$ cat config.mk
export PLATFORM = sky130hd
export DESIGN_NAME = pc_redirect_unit
export DESIGN_NICKNAME = d
export VERILOG_FILES = /design/src/rtl/pc_redirect_unit_pkg.sv /design/src/rtl/pc_redirect_unit.sv
export SDC_FILE = /design/constraint.sdc
export NUM_CORES = 1
export LEC_CHECK = 0
export CAP_MARGIN = 15
export CORE_MARGIN = 2
export CORE_UTILIZATION = 40
export CTS_CLUSTER_SIZE = 30
export DETAILED_ROUTE_END_ITERATION = 12
export PLACE_DENSITY = 0.72
export SYNTH_ARGS = -nofsm -noshare
export SYNTH_HDL_FRONTEND = slang
export SYNTH_SLANG_ARGS = --single-unit
$ cat constraint.sdc
create_clock -name clk -period 2.2 [get_ports clk]
set_input_delay 0.44 -clock clk [delete_from_list [all_inputs] [get_ports clk]]
set_output_delay 0.44 -clock clk [all_outputs]
set_load 0.01 [all_outputs]
$ cat src/rtl/pc_redirect_unit_pkg.sv
`default_nettype none
// ============================================================================
// Module      : pc_redirect_unit_pkg
// Description : Shared constants and state encoding for the IF-stage PC
//               redirect unit (reset vector, PC stride, FSM states).
// Revision    : 1.0 - initial release
// ============================================================================
package pc_redirect_unit_pkg;

  // Architectural address bus width
  localparam int ADDR_BUS = 32;

  // Boot vector loaded by reset
  localparam logic [ADDR_BUS-1:0] C_RESET_PC = 32'hBFC0_0000;

  // Sequential fetch stride (one 32-bit instruction)
  localparam logic [ADDR_BUS-1:0] C_PC_INC = 32'd4;

  // Redirect FSM: IDLE = normal fetch, PEND = target buffered behind delay slot
  typedef enum logic [0:0] {
    ST_IDLE = 1'b0,
    ST_PEND = 1'b1
  } state_e;

endpackage : pc_redirect_unit_pkg
`default_nettype wire

$ cat src/rtl/pc_redirect_unit.sv
`default_nettype none
// ============================================================================
// Module      : pc_redirect_unit
// Description : Owns the IF-stage program counter. Applies exception flushes,
//               taken branches with one MIPS delay slot (buffering the target
//               while the delay-slot fetch is stalled) and sequential fetch.
// Revision    : 1.0 - initial release
// ============================================================================
module pc_redirect_unit
  import pc_redirect_unit_pkg::*;
#(
  parameter int                ADDR_W   = ADDR_BUS,
  parameter logic [ADDR_W-1:0] RESET_PC = ADDR_W'(C_RESET_PC)
) (
  input  logic              clk,
  input  logic              rst,
  input  logic              stall_if,
  input  logic              fetch_ready,
  input  logic              id_advance,
  input  logic              branch_flag,
  input  logic [ADDR_W-1:0] branch_addr,
  input  logic              flush,
  input  logic [ADDR_W-1:0] exc_pc,
  output logic [ADDR_W-1:0] pc,
  output logic              rom_en,
  output logic [ADDR_W-1:0] rom_addr,
  output logic              pc_misaligned,
  output logic              branch_pending
);

  localparam logic [ADDR_W-1:0] c_pc_inc = ADDR_W'(C_PC_INC);

  logic [ADDR_W-1:0] r_pc;
  logic [ADDR_W-1:0] r_tgt;
  state_e            r_state;
  logic              r_rom_en;
  logic              r_misaligned;

  logic              w_adv;
  logic              w_take;
  logic [ADDR_W-1:0] w_pc_nxt;
  logic [ADDR_W-1:0] w_tgt_nxt;
  state_e            w_state_nxt;

  // A fetch can only complete once one has been issued; this keeps the first
  // cycle after reset on RESET_PC even when the ROM reports ready.
  assign w_adv  = fetch_ready & ~stall_if & r_rom_en;
  assign w_take = branch_flag & id_advance;

  // Next-PC selection: flush > buffered-target release > branch > sequential
  always_comb begin
    w_pc_nxt    = r_pc;
    w_tgt_nxt   = r_tgt;
    w_state_nxt = r_state;
    if (flush) begin
      w_pc_nxt    = exc_pc;
      w_tgt_nxt   = '0;
      w_state_nxt = ST_IDLE;
    end else if (r_state == ST_PEND) begin
      // Delay-slot fetch finishing releases the buffered target; a branch
      // request here is illegal and never overwrites the target.
      if (w_adv) begin
        w_pc_nxt    = r_tgt;
        w_state_nxt = ST_IDLE;
      end
    end else if (w_take) begin
      if (w_adv) begin
        w_pc_nxt = branch_addr;
      end else begin
        w_tgt_nxt   = branch_addr;
        w_state_nxt = ST_PEND;
      end
    end else if (w_adv) begin
      w_pc_nxt = r_pc + c_pc_inc;
    end
  end

  // Register PC, target buffer, state and the registered status outputs
  always_ff @(posedge clk) begin
    if (rst) begin
      r_pc         <= RESET_PC;
      r_tgt        <= '0;
      r_state      <= ST_IDLE;
      r_rom_en     <= 1'b0;
      r_misaligned <= 1'b0;
    end else begin
      assert (!((r_state == ST_PEND) && w_take));
      r_pc         <= w_pc_nxt;
      r_tgt        <= w_tgt_nxt;
      r_state      <= w_state_nxt;
      r_rom_en     <= 1'b1;
      r_misaligned <= |w_pc_nxt[1:0];
    end
  end

  assign pc             = r_pc;
  assign rom_addr       = r_pc;
  assign rom_en         = r_rom_en;
  assign pc_misaligned  = r_misaligned;
  assign branch_pending = (r_state == ST_PEND);

endmodule : pc_redirect_unit
`default_nettype wire
==> impl_metrics.tcl <==
set metrics [dict create \
    status "finished clean" \
    dieArea_um2 11000 \
    pwr-share-seq_pct 42.1 \
    cp_max_fo 6 \
    synth_commonest_cells "101 x nand2_1, 67 x dfxtp_1, 60 x a21oi_1" \
    num_rows 36 \
    tightest_slew_ns 0.577 \
    fin_cells 809 \
    overflow 0 \
    ir_drop_uv 273 \
    clock_sinks 67 \
    ff2ff_setup_slack_ns 0.21 \
    hold_viol 0 \
    die_y_um 105 \
    grt_usage_pct 27.9 \
    grt_max_degree 32 \
    switching_power_uw 926 \
    routed_wl_um 15500 \
    cts_buffer_depth 2 \
    power_density_nw_per_um2 549 \
    syn_area_per_cell_um2 7.48 \
    synthCells 542 \
    drt-initial-drc-count 560 \
    maxSlewHeadroom_pct 61.2 \
    synthDistinctLibCells 59 \
    yosysTopAreaCell "dfxtp_1" \
    grt_pass1_wl_um 24100 \
    num_vias 4674 \
    cts_resized 0 \
    tns_ns 0 \
    critPathRequiredTime_ns 2.47 \
    port_buffers 137 \
    die_w_um 105 \
    cap_violations 0 \
    async_flop_share_pct 0 \
    start_kind "flop" \
    period_minus_slack_ns 1.99 \
    dpl.hpwl_um 11400 \
    multi_input_area_um2 2300 \
    synthToLayoutAreaGrowth_pct 43.8 \
    post-route-cell-area_um2 5830 \
    cts-buffers-inserted 9 \
    fin_skew_ns 0.00823 \
    routedWlPerCell_um 19.2 \
    holdWs_ns 0.453 \
    placed_cells 794 \
    synth-edff-count 0 \
    pwr-share-comb_pct 25.1 \
    crit_buf_inv 1 \
    fmax_mhz 503 \
    cts_tree "done" \
    first_global_vias 4331 \
    p_leak_nw 2.10 \
    clock_latency_ns 0.35 \
    fillers 938 \
    design.final.nets 744 \
    slew_viol_final 0 \
    rsz0062_at_grt "false" \
    fin_util_pct 59.4 \
    coreArea_um2 9820 \
    internal-power_mw 2.28 \
    end_kind "flop" \
    ant_nets 0 \
    crit_family "simple AND/OR/NAND/NOR gates" \
    p_sw_share_pct 28.9 \
    h-tree-depth 3 \
    postPlaceCellArea_um2 5630 \
    arrival_ns 2.25 \
    hold_buffers 0 \
    drc 0 \
    diodes 0 \
    cpPeakStageDelay_ns 0.54 \
    viasPerCell 5.78 \
    ys.flop_type "dfxtp_1" \
    syn_nets 614 \
    antenna_found_initial 0 \
    synth.area.top_cells "dfxtp_1 33%, nand2_1 9.4%, a21oi_1 7.4%" \
    io_pins 138 \
    finalSetupViolCount 0 \
    place_congestion 0.918 \
    seqCellArea_um2 1340 \
    clkPwrFrac_pct 32.9 \
    syn-cell-area_um2 4050 \
    ys_seq_area_share_pct 33.1 \
    initial_core_util_pct 41.3 \
    drt_first_pass_iters 5 \
    root_buffer "clkbuf_8" \
    path_cells "nand4_2 -> buf_4 -> nor4_1 -> nand4_1 -> xor2_1 -> o211ai_1" \
    hold_path_class "reg -> reg" \
    drive_above_1_share_pct 11.5 \
    synth_warnings 0 \
    synth_seq_cells 67 \
    path_class "reg -> reg" \
    synth_most_common_cell "nand2_1" \
    finalCritPeriodShare_pct 90.3 \
    slowest_stage "nor4_1" \
    clk_pin_slew_worst_paths_ns 0.07 \
    netlist.area_leader.share_pct 33.1 \
    post_cts_buffers 0 \
]
[sequential cells by signal, indices dropped and copies added, names as in the netlist]
signal,flops
pc_misaligned,1
pc,32
rom_en,1
r_tgt,32
branch_pending,1
[worst min-delay path, cell delays in order (launching register included)]
cell and delay, ns:
dfxtp_1 0.31, nand2_1 0.05, a21oi_1 0.05
[through the flow]
stage / power [mW] / setup slack (ns)
6_report: 3.20 / 0.213
5_1_grt: 3.32 / 0.119
3_5_place_dp: 2.16 / -0.108
2_1_floorplan: 1.73 / 0.298
4_1_cts: 3.20 / 0.242
3_3_place_gp: 2.15 / -0.124
[final cells by class]
cell class                 count  area share (%)
multi-input combinational    399            39.5
timing repair buffer         189            30.9
sequential                    67            23.0
tap                          133            2.86
clock buffer                  13            2.73
clock inverter                 2           0.601
inverter                       6           0.386
[layout by cell type, fill, tap and decap left out, types with 3 or more instances in the layout]
| cell | n |
|---|---|
| clkdlybuf4s50_1 | 137 |
| nand2_1 | 101 |
| dfxtp_1 | 67 |
| a21oi_1 | 60 |
| buf_4 | 49 |
| nor2_1 | 29 |
| o21ai_0 | 25 |
| xor2_1 | 15 |
| nand4_1 | 14 |
| nand3_1 | 14 |
| nor3_1 | 14 |
| clkbuf_8 | 11 |
| and3_1 | 10 |
| xnor2_1 | 9 |
| a221oi_1 | 9 |
| nor4_1 | 7 |
| a31oi_1 | 7 |
| inv_1 | 6 |
| o221ai_1 | 5 |
| o211ai_1 | 5 |
| o22ai_1 | 5 |
| a22oi_1 | 4 |
| a211oi_1 | 3 |
| mux2i_1 | 3 |
| and2_1 | 3 |
| nand2b_1 | 3 |
| o311ai_0 | 3 |
| a311oi_1 | 3 |
| or3_1 | 3 |
| o2bb2ai_1 | 3 |
| buf_12 | 3 |
[power groups by stage]
stage                     clock, mW  combinational [mW]  sequential, mW
final                          1.05               0.802            1.35
after detailed placement          0               0.791            1.37
after global placement            0               0.784            1.37
after floorplan                   0               0.342            1.39
after CTS                      1.06               0.794            1.34
after global routing           1.11               0.851            1.35
[routing by layer]
metal	global-route usage [%]	part of all wire, %	vias up
li1	-	-	2194
met4	8.76	1.9	0
met3	3.93	11	25
met5	0	0	-
met1	39.1	42	2160
met2	44.2	46	295
[final timing paths]
check / end / cells past startpoint / from
worst max-delay path: pc[31]$_SDFFE_PP1P_ / 6 / pc[22]$_SDFFE_PP1P_
worst max register to register: pc[31]$_SDFFE_PP1P_ / 6 / pc[22]$_SDFFE_PP1P_
worst min-delay path: r_tgt[25]$_SDFFE_PP0P_ / 2 / r_tgt[25]$_SDFFE_PP0P_
worst min register to register: r_tgt[25]$_SDFFE_PP0P_ / 2 / r_tgt[25]$_SDFFE_PP0P_
[logic make-up after synthesis]
logic type	Yosys count	share of synthesized area, %
AOI/OAI and AO/OA	156	24.7
xor gates and xnor gates	24	5.19
adders and majority gates	1	0.309
buffers and inverters	76	10.2
DFF	67	33.1
muxes	4	1.02
and+or+nand+nor	214	25.5
(Power assumes the default switching activity.)
